<file path="config.mk">
export PLATFORM = sky130hd
export DESIGN_NAME = enemy_fleet_ctrl
export DESIGN_NICKNAME = d
export VERILOG_FILES = /design/src/rtl/enemy_fleet_ctrl.sv
export SDC_FILE = /design/constraint.sdc
export NUM_CORES = 1
export LEC_CHECK = 0
export CAP_MARGIN = 40
export CORE_UTILIZATION = 55
export CTS_BUF_LIST = sky130_fd_sc_hd__clkbuf_4
export DETAILED_ROUTE_END_ITERATION = 8
export PLACE_DENSITY = 0.83
export SYNTH_ARGS = -nofsm -noshare
export SYNTH_HDL_FRONTEND = slang
export SYNTH_SLANG_ARGS = --single-unit
</file>
<file path="constraint.sdc">
create_clock -name frame_clk -period 5 [get_ports frame_clk]
set_input_delay 1.5 -clock frame_clk [delete_from_list [all_inputs] [get_ports frame_clk]]
set_output_delay 1.5 -clock frame_clk [all_outputs]
set_load 0.005 [all_outputs]
</file>
<file path="src/rtl/enemy_fleet_ctrl.sv">
// enemy_fleet_ctrl: frame-rate march/descend controller for the alien formation.
// Optional: define ENEMY_FLEET_LOWEST_ROW_EN to measure invasion from the lowest live row.
module enemy_fleet_ctrl #(
  parameter int COLS         = 8,
  parameter int ROWS         = 4,
  parameter int PITCH_X      = 48,
  parameter int PITCH_Y      = 40,
  parameter int ALIEN_W      = 32,
  parameter int ALIEN_H      = 32,
  parameter int FLEET_X0     = 100,
  parameter int FLEET_Y0     = 40,
  parameter int LEFT_BOUND   = 16,
  parameter int RIGHT_BOUND  = 624,
  parameter int BOTTOM_LIMIT = 420,
  parameter int DROP_FRAMES  = 8
) (
  input  logic                          frame_clk,
  input  logic                          Reset,
  input  logic                          start,
  input  logic                          hit_valid,
  input  logic [$clog2(ROWS*COLS)-1:0]  hit_index,
  output logic                          enemy_direction_X,
  output logic                          enemy_direction_Y,
  output logic                          fleet_run,
  output logic                          delete_enemies,
  output logic [ROWS*COLS-1:0]          alive_mask,
  output logic [9:0]                    fleet_x,
  output logic [9:0]                    fleet_y,
  output logic                          fleet_cleared,
  output logic                          fleet_invaded
);
  localparam int N  = ROWS * COLS;
  localparam int IW = $clog2(N);
  localparam int CW = (COLS > 1) ? $clog2(COLS) : 1;
  localparam int DW = (DROP_FRAMES > 1) ? $clog2(DROP_FRAMES) : 1;

  localparam logic [10:0] L_PX = 11'(PITCH_X);
  localparam logic [10:0] L_AW = 11'(ALIEN_W);
  localparam logic [10:0] L_LB = 11'(LEFT_BOUND);
  localparam logic [10:0] L_RB = 11'(RIGHT_BOUND);
  localparam logic [10:0] L_BL = 11'(BOTTOM_LIMIT);

  typedef enum logic [2:0] {S_IDLE, S_MARCH, S_DESCEND, S_CLEARED, S_INVADED} state_t;

  state_t          r_state;
  logic [DW-1:0]   r_drop_cnt;
  logic            r_dir_x, r_dir_y, r_run, r_delete, r_cleared, r_invaded;
  logic [N-1:0]    r_alive;
  logic [9:0]      r_fleet_x, r_fleet_y;

  logic [COLS-1:0] w_col_any;
  logic [CW-1:0]   w_lcol, w_rcol;
  logic [10:0]     w_left_edge, w_right_edge, w_bottom_edge;
  logic            w_wall, w_idx_ok, w_hit_ok, w_active;

  always_comb begin
    w_col_any = '0;
    for (int r = 0; r < ROWS; r++)
      for (int c = 0; c < COLS; c++)
        if (r_alive[r*COLS+c]) w_col_any[c] = 1'b1;
    w_lcol = '0;
    for (int c = COLS - 1; c >= 0; c--)
      if (w_col_any[c]) w_lcol = CW'(c);
    w_rcol = '0;
    for (int c = 0; c < COLS; c++)
      if (w_col_any[c]) w_rcol = CW'(c);
  end

  assign w_left_edge  = {1'b0, r_fleet_x} + 11'(w_lcol) * L_PX;
  assign w_right_edge = {1'b0, r_fleet_x} + 11'(w_rcol) * L_PX + L_AW;

`ifdef ENEMY_FLEET_LOWEST_ROW_EN
  localparam int RW = (ROWS > 1) ? $clog2(ROWS) : 1;
  localparam logic [10:0] L_PY = 11'(PITCH_Y);
  localparam logic [10:0] L_AH = 11'(ALIEN_H);
  logic [ROWS-1:0] w_row_any;
  logic [RW-1:0]   w_brow;

  always_comb begin
    w_row_any = '0;
    for (int r = 0; r < ROWS; r++)
      for (int c = 0; c < COLS; c++)
        if (r_alive[r*COLS+c]) w_row_any[r] = 1'b1;
    w_brow = '0;
    for (int r = 0; r < ROWS; r++)
      if (w_row_any[r]) w_brow = RW'(r);
  end

  assign w_bottom_edge = {1'b0, r_fleet_y} + 11'(w_brow) * L_PY + L_AH;
`else
  localparam logic [10:0] L_FULL_H = 11'((ROWS - 1) * PITCH_Y + ALIEN_H);
  assign w_bottom_edge = {1'b0, r_fleet_y} + L_FULL_H;
`endif

  // A full power-of-two index range cannot go out of bounds.
  if (N == (1 << IW)) begin : g_idx_full
    assign w_idx_ok = 1'b1;
  end else begin : g_idx_chk
    assign w_idx_ok = (32'(hit_index) < 32'(N));
  end

  assign w_active = (r_state == S_MARCH) || (r_state == S_DESCEND);
  assign w_hit_ok = hit_valid && w_idx_ok && w_active;
  assign w_wall   = r_dir_x ? (w_right_edge >= L_RB) : (w_left_edge <= L_LB);

  always_ff @(posedge frame_clk) begin
    if (Reset) begin
      r_state    <= S_IDLE;
      r_drop_cnt <= '0;
      r_dir_x    <= 1'b1;
      r_dir_y    <= 1'b0;
      r_run      <= 1'b0;
      r_delete   <= 1'b0;
      r_cleared  <= 1'b0;
      r_invaded  <= 1'b0;
      r_alive    <= '1;
      r_fleet_x  <= 10'(FLEET_X0);
      r_fleet_y  <= 10'(FLEET_Y0);
    end else begin
      // Mirror the sprites: they move on this edge using the commands already output.
      if (r_run) begin
        r_fleet_x <= r_dir_x ? r_fleet_x + 10'd1 : r_fleet_x - 10'd1;
        if (r_dir_y) r_fleet_y <= r_fleet_y + 10'd1;
      end
      if (w_hit_ok) r_alive[hit_index] <= 1'b0;

      case (r_state)
        S_IDLE: begin
          if (start) begin
            r_state <= S_MARCH;
            r_run   <= 1'b1;
            r_dir_y <= 1'b0;
          end
        end
        S_MARCH, S_DESCEND: begin
          if (r_alive == '0) begin
            r_state   <= S_CLEARED;
            r_run     <= 1'b0;
            r_dir_y   <= 1'b0;
            r_cleared <= 1'b1;
            r_delete  <= 1'b1;
          end else if (w_bottom_edge >= L_BL) begin
            r_state   <= S_INVADED;
            r_run     <= 1'b0;
            r_dir_y   <= 1'b0;
            r_invaded <= 1'b1;
            r_delete  <= 1'b1;
          end else if (r_state == S_MARCH) begin
            if (w_wall) begin
              r_dir_x    <= ~r_dir_x;
              r_dir_y    <= 1'b1;
              r_drop_cnt <= DW'(DROP_FRAMES - 1);
              r_state    <= S_DESCEND;
            end
          end else if (r_drop_cnt == '0) begin
            r_dir_y <= 1'b0;
            r_state <= S_MARCH;
          end else begin
            r_drop_cnt <= r_drop_cnt - DW'(1);
          end
        end
        default: ;
      endcase
    end
  end

  assign enemy_direction_X = r_dir_x;
  assign enemy_direction_Y = r_dir_y;
  assign fleet_run         = r_run;
  assign delete_enemies    = r_delete;
  assign alive_mask        = r_alive;
  assign fleet_x           = r_fleet_x;
  assign fleet_y           = r_fleet_y;
  assign fleet_cleared     = r_cleared;
  assign fleet_invaded     = r_invaded;
endmodule

</file>
# == Word level (Yosys, flattened, before mapping) ==
# Cells that the tools add are included.
# classes
add_sub_neg,8
n_mul,2
order_cmp,5
n_eq_ne,8
n_mux,74
bitwise_logic,5
n_reduce_logical,17
# ops
cell,count
$mux W3,23
$mux W1,46
$and A32 B32 Y32,1
$logic_not A32 Y1,1
$not A32 Y32,1
$add A10 B9 Y11,2
$add A10 B1 Y10 const B,2
$add A10 B8 Y11 const B,1
$add A11 B6 Y11 const B,1
$ge A11 B10 Y1 const B,1
$ge A11 B9 Y1 const B,1
$le A11 B5 Y1 const B,1
$mul A3 B2 Y5 const B,2
$mux W10,1
$ne A5 B5 Y1 const B,2
$reduce_and A5 Y1,2
$sub A10 B1 Y10 const B,1
$logic_not A3 Y1,2
$lt A5 B6 Y1 const B,1
$ne A2 B2 Y1 const B,3
$pmux W3 S2,1
$reduce_and A2 Y1,3
$reduce_and A3 Y1,2
$demux W1 S5,1
other kinds (12),17
# totals
reg_bits,64
output_inout_bits,58

# == Logic depth before layout (Yosys ltp) ==
# depth
ltp_word,21
mapped_depth,18
depth_no_buf,18

# == Worst setup path before layout ==
# No wires, ideal clock.
# synth_path
path_kind,register to register
startpoint,register r_alive[13] (netlist: alive_mask[13])
endpoint,register r_drop_cnt[2]
setup_time_ns,0.100
t_arrival_ns,4.071
setup_slack_ns,0.830
path_stages_with_launch,17
synth_period_minus_slack_ns,4.170
path_cell_list,dfxtp_1 or4_1 nor2_1 a21o_1 ha_1 inv_1 fa_1 inv_1 ha_1 inv_1 fa_1 nand2b_1 a21oi_1 xnor2_1 o311a_1 a211o_2 a2111oi_4
# synth_between
elab_chain_cells,15
elab_cells_between_ends,24
cone_classes,add/sub (3); mul (2); order compare (2); eq/ne (1); mux (13); bitwise (1); reduce/logical (2)
# synth_lines
element,line_no,text
start: declaration,48,logic [N-1:0] r_alive;
start signal: assignment,116,r_alive <= '1;
start signal: indexed assignment,125,if (w_hit_ok) r_alive[hit_index] <= 1'b0;
branches (longest 14 deep; another with $add A10 B9 Y11),n/a,
$reduce_and A5 Y1 (no line) *,n/a,
end signal: assignment,152,r_drop_cnt <= DW'(DROP_FRAMES - 1);
end signal: assignment,159,r_drop_cnt <= r_drop_cnt - DW'(1);
end: declaration,46,logic [DW-1:0] r_drop_cnt;
# Every way passes the cells marked *.
# A chain may end at the register's enable or synchronous reset.

# == Worst setup path in the final report ==
# layout_path
startpoint,register r_alive[10] (netlist: alive_mask[10])
endpoint,register r_drop_cnt[2]
# layout_between
elab_chain_cells,16
elab_cells_between_ends,24
cone_classes,add/sub (3); mul (2); order compare (2); eq/ne (1); mux (13); bitwise (1); reduce/logical (2)
# layout_lines
element,line_no,text
$mux W1 (3 in a row),60,if (r_alive[r*COLS+c]) w_col_any[c] = 1'b1;
$mux W3 (6 in a row),66,if (w_col_any[c]) w_rcol = CW'(c);
$mul A3 B2 Y5,70,"assign w_right_edge = {1'b0, r_fleet_x} + 11'(w_rcol) * L_PX + L_AW;"
$add A10 B9 Y11,70,
$add A11 B6 Y11,70,
$ge A11 B10 Y1,104,assign w_wall = r_dir_x ? (w_right_edge >= L_RB) : (w_left_edge <= L_LB);
$mux W1,104,
$ne A2 B2 Y1 (no line),n/a,
$reduce_and A5 Y1 (no line) *,n/a,
# Mark *: on every way between the ends. The rest lies on a longest branch, timed or not.

==> impl_metrics.env <==
export IMPL_met2WireLength_um=4610
export IMPL_r2r_slack_ns=0.50
export IMPL_startpoint_type="flip-flop"
export IMPL_cp_top_family="compound AO/OA/AOI/OAI gates"
export IMPL_firstDrtPassIters=5
export IMPL_yosys_cell_count_top_type="dfxtp_1"
export IMPL_fmax_mhz=222
export IMPL_crit_path_frequent_cell="inv_1"
export IMPL_worst_pin_slew_ns=0.831
export IMPL_start_util=0.583
export IMPL_netlist_area_um2=3810
export IMPL_yosys_warnings=0
export IMPL_grtUsageTotal=0.278
export IMPL_synth_async_reset_ratio=0
export IMPL_clock_latency_ns=0.41
export IMPL_ys_seq_area_frac=0.337
export IMPL_end_kind="flip-flop"
export IMPL_clock_sinks=64
export IMPL_grt_pass1_vias=3365
export IMPL_overflow=0
export IMPL_finalHoldViolations=0
export IMPL_path_max_fanout=5
export IMPL_cts_resized=0
export IMPL_syn_num_nets=498
export IMPL_top_layer="met4"
export IMPL_fin_skew_ns=0.0130
export IMPL_synth_common_cells="64 x dfxtp_1, 61 x nand2_1, 35 x ha_1, 32 x o21ai_0, 29 x inv_1"
export IMPL_irDropWorstVdd_v=0.000303
export IMPL_min_from="fleet_cleared"
export IMPL_instances_no_fill=599
export IMPL_r2r_start="alive_mask[10]"
export IMPL_wl_met1_um=4460
export IMPL_period_needed_ns=4.50
export IMPL_p_sw_uw=657
export IMPL_cp_slowest_stage_delay_ns=0.48
export IMPL_grt_max_degree=41
export IMPL_drc_errors=0
export IMPL_gp_congestion=0.919
export IMPL_worstPathCellList="nor4_1, buf_4, nand2_1, a21oi_1, o21ai_0, nand2_1, ha_1, inv_1, fa_1, inv_1, ha_1, inv_1, fa_1, nand2b_1, a21oi_1, xnor2_1, o311a_1, a211o_2, a2111oi_4"
export IMPL_drive_gt1_frac=0.0651
export IMPL_tns_ns=0
export IMPL_synthCells=450
export IMPL_critPathLaunch="alive_mask[10]"
export IMPL_synth_flop_cell="dfxtp_1"
export IMPL_rr_worst_depth=19
export IMPL_ant_nets=0
export IMPL_dpl_instance_area_um2=4530
export IMPL_path_class="flip-flop to flip-flop"
export IMPL_whs_path_depth=2
export IMPL_slew_headroom=0.441
export IMPL_yosys_top_cells_area="dfxtp_1 34%, ha_1 12%, nand2_1 6.0%, o21ai_0 4.2%, a21o_1 3.4%"
export IMPL_dpl_worst_slack_ns=0.546
export IMPL_io_pins=67
export IMPL_h_tree_depth=3
export IMPL_slowest_stage="fa_1"
export IMPL_cts_tree="done"
export IMPL_core_um2=6530
export IMPL_worstPathArrival_ns=4.82
export IMPL_row_count=29
export IMPL_antenna_found_initial=0
export IMPL_post_cts_buffers=0
export IMPL_die_width_um=85.2
export IMPL_die_h_um=85.2
export IMPL_ys_seq_elements=64
export IMPL_finalCritPeriodShare=0.899
export IMPL_area_growth_syn_to_layout_pct=22.5
export IMPL_maxSlewViolCount=0
export IMPL_synth_edf_count=0
export IMPL_worst_path_stages=19
export IMPL_powerDensity_nw_per_um2=364
export IMPL_hold_buffers=0
export IMPL_path_clk_slew_ns=0.11
export IMPL_p_seq_frac=0.367
export IMPL_finalNetCount=565
export IMPL_routed_wl_um=9660
export IMPL_final_cell_area_um2=4660
export IMPL_pwr_share_clk=0.200
export IMPL_rsz0062_at_grt="false"
export IMPL_wl_met3_um=435
export IMPL_final_fill_count=506
export IMPL_drtIter0Drc=254
export IMPL_place_inst=583
export IMPL_cp_endpoint="r_drop_cnt[2]"
export IMPL_worstPathRequired_ns=5.33
export IMPL_maxCapViolCount=0
export IMPL_root_buffer="clkbuf_4"
export IMPL_setup_slack_ns=0.503
export IMPL_synth_top_cell_area_share=0.337
export IMPL_yosysTopAreaCell="dfxtp_1"
export IMPL_outcome="complete, no violations"
export IMPL_die_area_um2=7260
export IMPL_port_buffers=66
export IMPL_wl_per_cell_um=16.1
export IMPL_syn_area_per_cell_um2=8.46
export IMPL_power_share_switching=0.387
export IMPL_vias=3605
export IMPL_pwr_share_comb=0.433
export IMPL_hold_path_class="flip-flop to flip-flop"
export IMPL_clockBufferDepth=2
export IMPL_grt_first_pass_wirelength_um=16000
export IMPL_p_leak_nw=1.85
export IMPL_n_antenna_cell=0
export IMPL_hpwl_um=7040
export IMPL_vias_per_cell=6.02
export IMPL_finalPower_mw=1.70
export IMPL_cts_buffers=9
export IMPL_path_buf_inv=4
export IMPL_setup_viol=0
export IMPL_timing_rr_end="r_drop_cnt[2]"
export IMPL_p_int_mw=1.04
export IMPL_synthDistinctLibCells=63
[power by group through the flow]
stage	Clock (mW)	Combinational (mW)	Sequential, mW
6_report	0.339	0.735	0.622
5_1_grt	0.368	0.820	0.629
4_1_cts	0.345	0.727	0.620
3_5_place_dp	0	0.721	0.632
3_3_place_gp	0	0.696	0.629
2_1_floorplan	0	0.531	0.616
[final cells by class]
cell class                 count  area [um^2]  area share
timing repair buffer          70          691       0.148
tap                           77         96.3      0.0207
inverter                      31          129      0.0276
multi-input combinational    341         2330       0.501
clock buffer                   9         67.6      0.0145
clock inverter                 7         62.6      0.0134
sequential                    64         1280       0.275
[worst min path at each step]
stage,end,slack [ns]
after floorplan,delete_enemies,0.44
after global placement,fleet_cleared,0.44
after detailed placement,fleet_cleared,0.46
after CTS,fleet_cleared,0.48
after global routing,fleet_cleared,0.51
final,fleet_cleared,0.47
[per-layer routing]
layer	global-route usage	vias to the layer above
met5	0	-
met4	0.0801	0
met3	0.0554	19
met2	0.461	104
met1	0.366	1738
li1	-	1744
[registers in the layout (all words and copies together), names as in the netlist, 3 cells and up]
| signal | cells |
|---|---|
| r_drop_cnt | 3 |
| alive_mask | 32 |
| fleet_x | 10 |
| r_state | 3 |
| fleet_y | 10 |
[layout by cell type, fill, tap and decap left out, types with 3 or more instances in the layout]
master / netlist / routed
clkdlybuf4s50_1: 0 / 66
dfxtp_1: 64 / 64
nand2_1: 61 / 61
ha_1: 35 / 35
o21ai_0: 32 / 32
inv_1: 29 / 29
nor2_1: 26 / 26
a21oi_1: 20 / 20
a21o_1: 17 / 17
xnor2_1: 13 / 13
nor3_1: 11 / 11
nand3_1: 11 / 11
nor4_1: 9 / 9
clkbuf_4: 0 / 9
or4_1: 8 / 8
and3_1: 8 / 8
nand2b_1: 6 / 6
nand3b_1: 6 / 6
o31ai_1: 5 / 5
nor3b_1: 5 / 5
nor2b_1: 4 / 4
o21bai_1: 4 / 4
mux2i_1: 4 / 4
xor2_1: 4 / 4
fa_1: 4 / 4
buf_4: 0 / 4
nor2_2: 3 / 3
a211oi_1: 3 / 3
or2_2: 3 / 3
clkinv_1: 0 / 3
[worst min-delay path, stage by stage, from the launching register on]
cell,delay (ns)
dfxtp_1,0.33
inv_1,0.05
a21oi_1,0.05
[logic make-up after synthesis]
| family | after synthesis | share of synthesized area |
|---|---|---|
| buffers and inverters | 45 | 0.0500 |
| xor gates and xnor gates | 17 | 0.0391 |
| AOI/OAI and AO/OA | 110 | 0.200 |
| adders and majority gates | 39 | 0.136 |
| DFF | 64 | 0.337 |
| muxes | 4 | 0.0105 |
| and+or+nand+nor | 171 | 0.227 |
[metrics by stage]
| step | utilization | hold WS [ns] |
|---|---|---|
| after global routing | 0.714 | 0.508 |
| final | 0.714 | 0.468 |
| after CTS | 0.714 | 0.479 |
| after floorplan | - | 0.442 |
| after detailed placement | 0.694 | 0.455 |
| after global placement | 0.694 | 0.443 |
(Power assumes the default switching activity.)
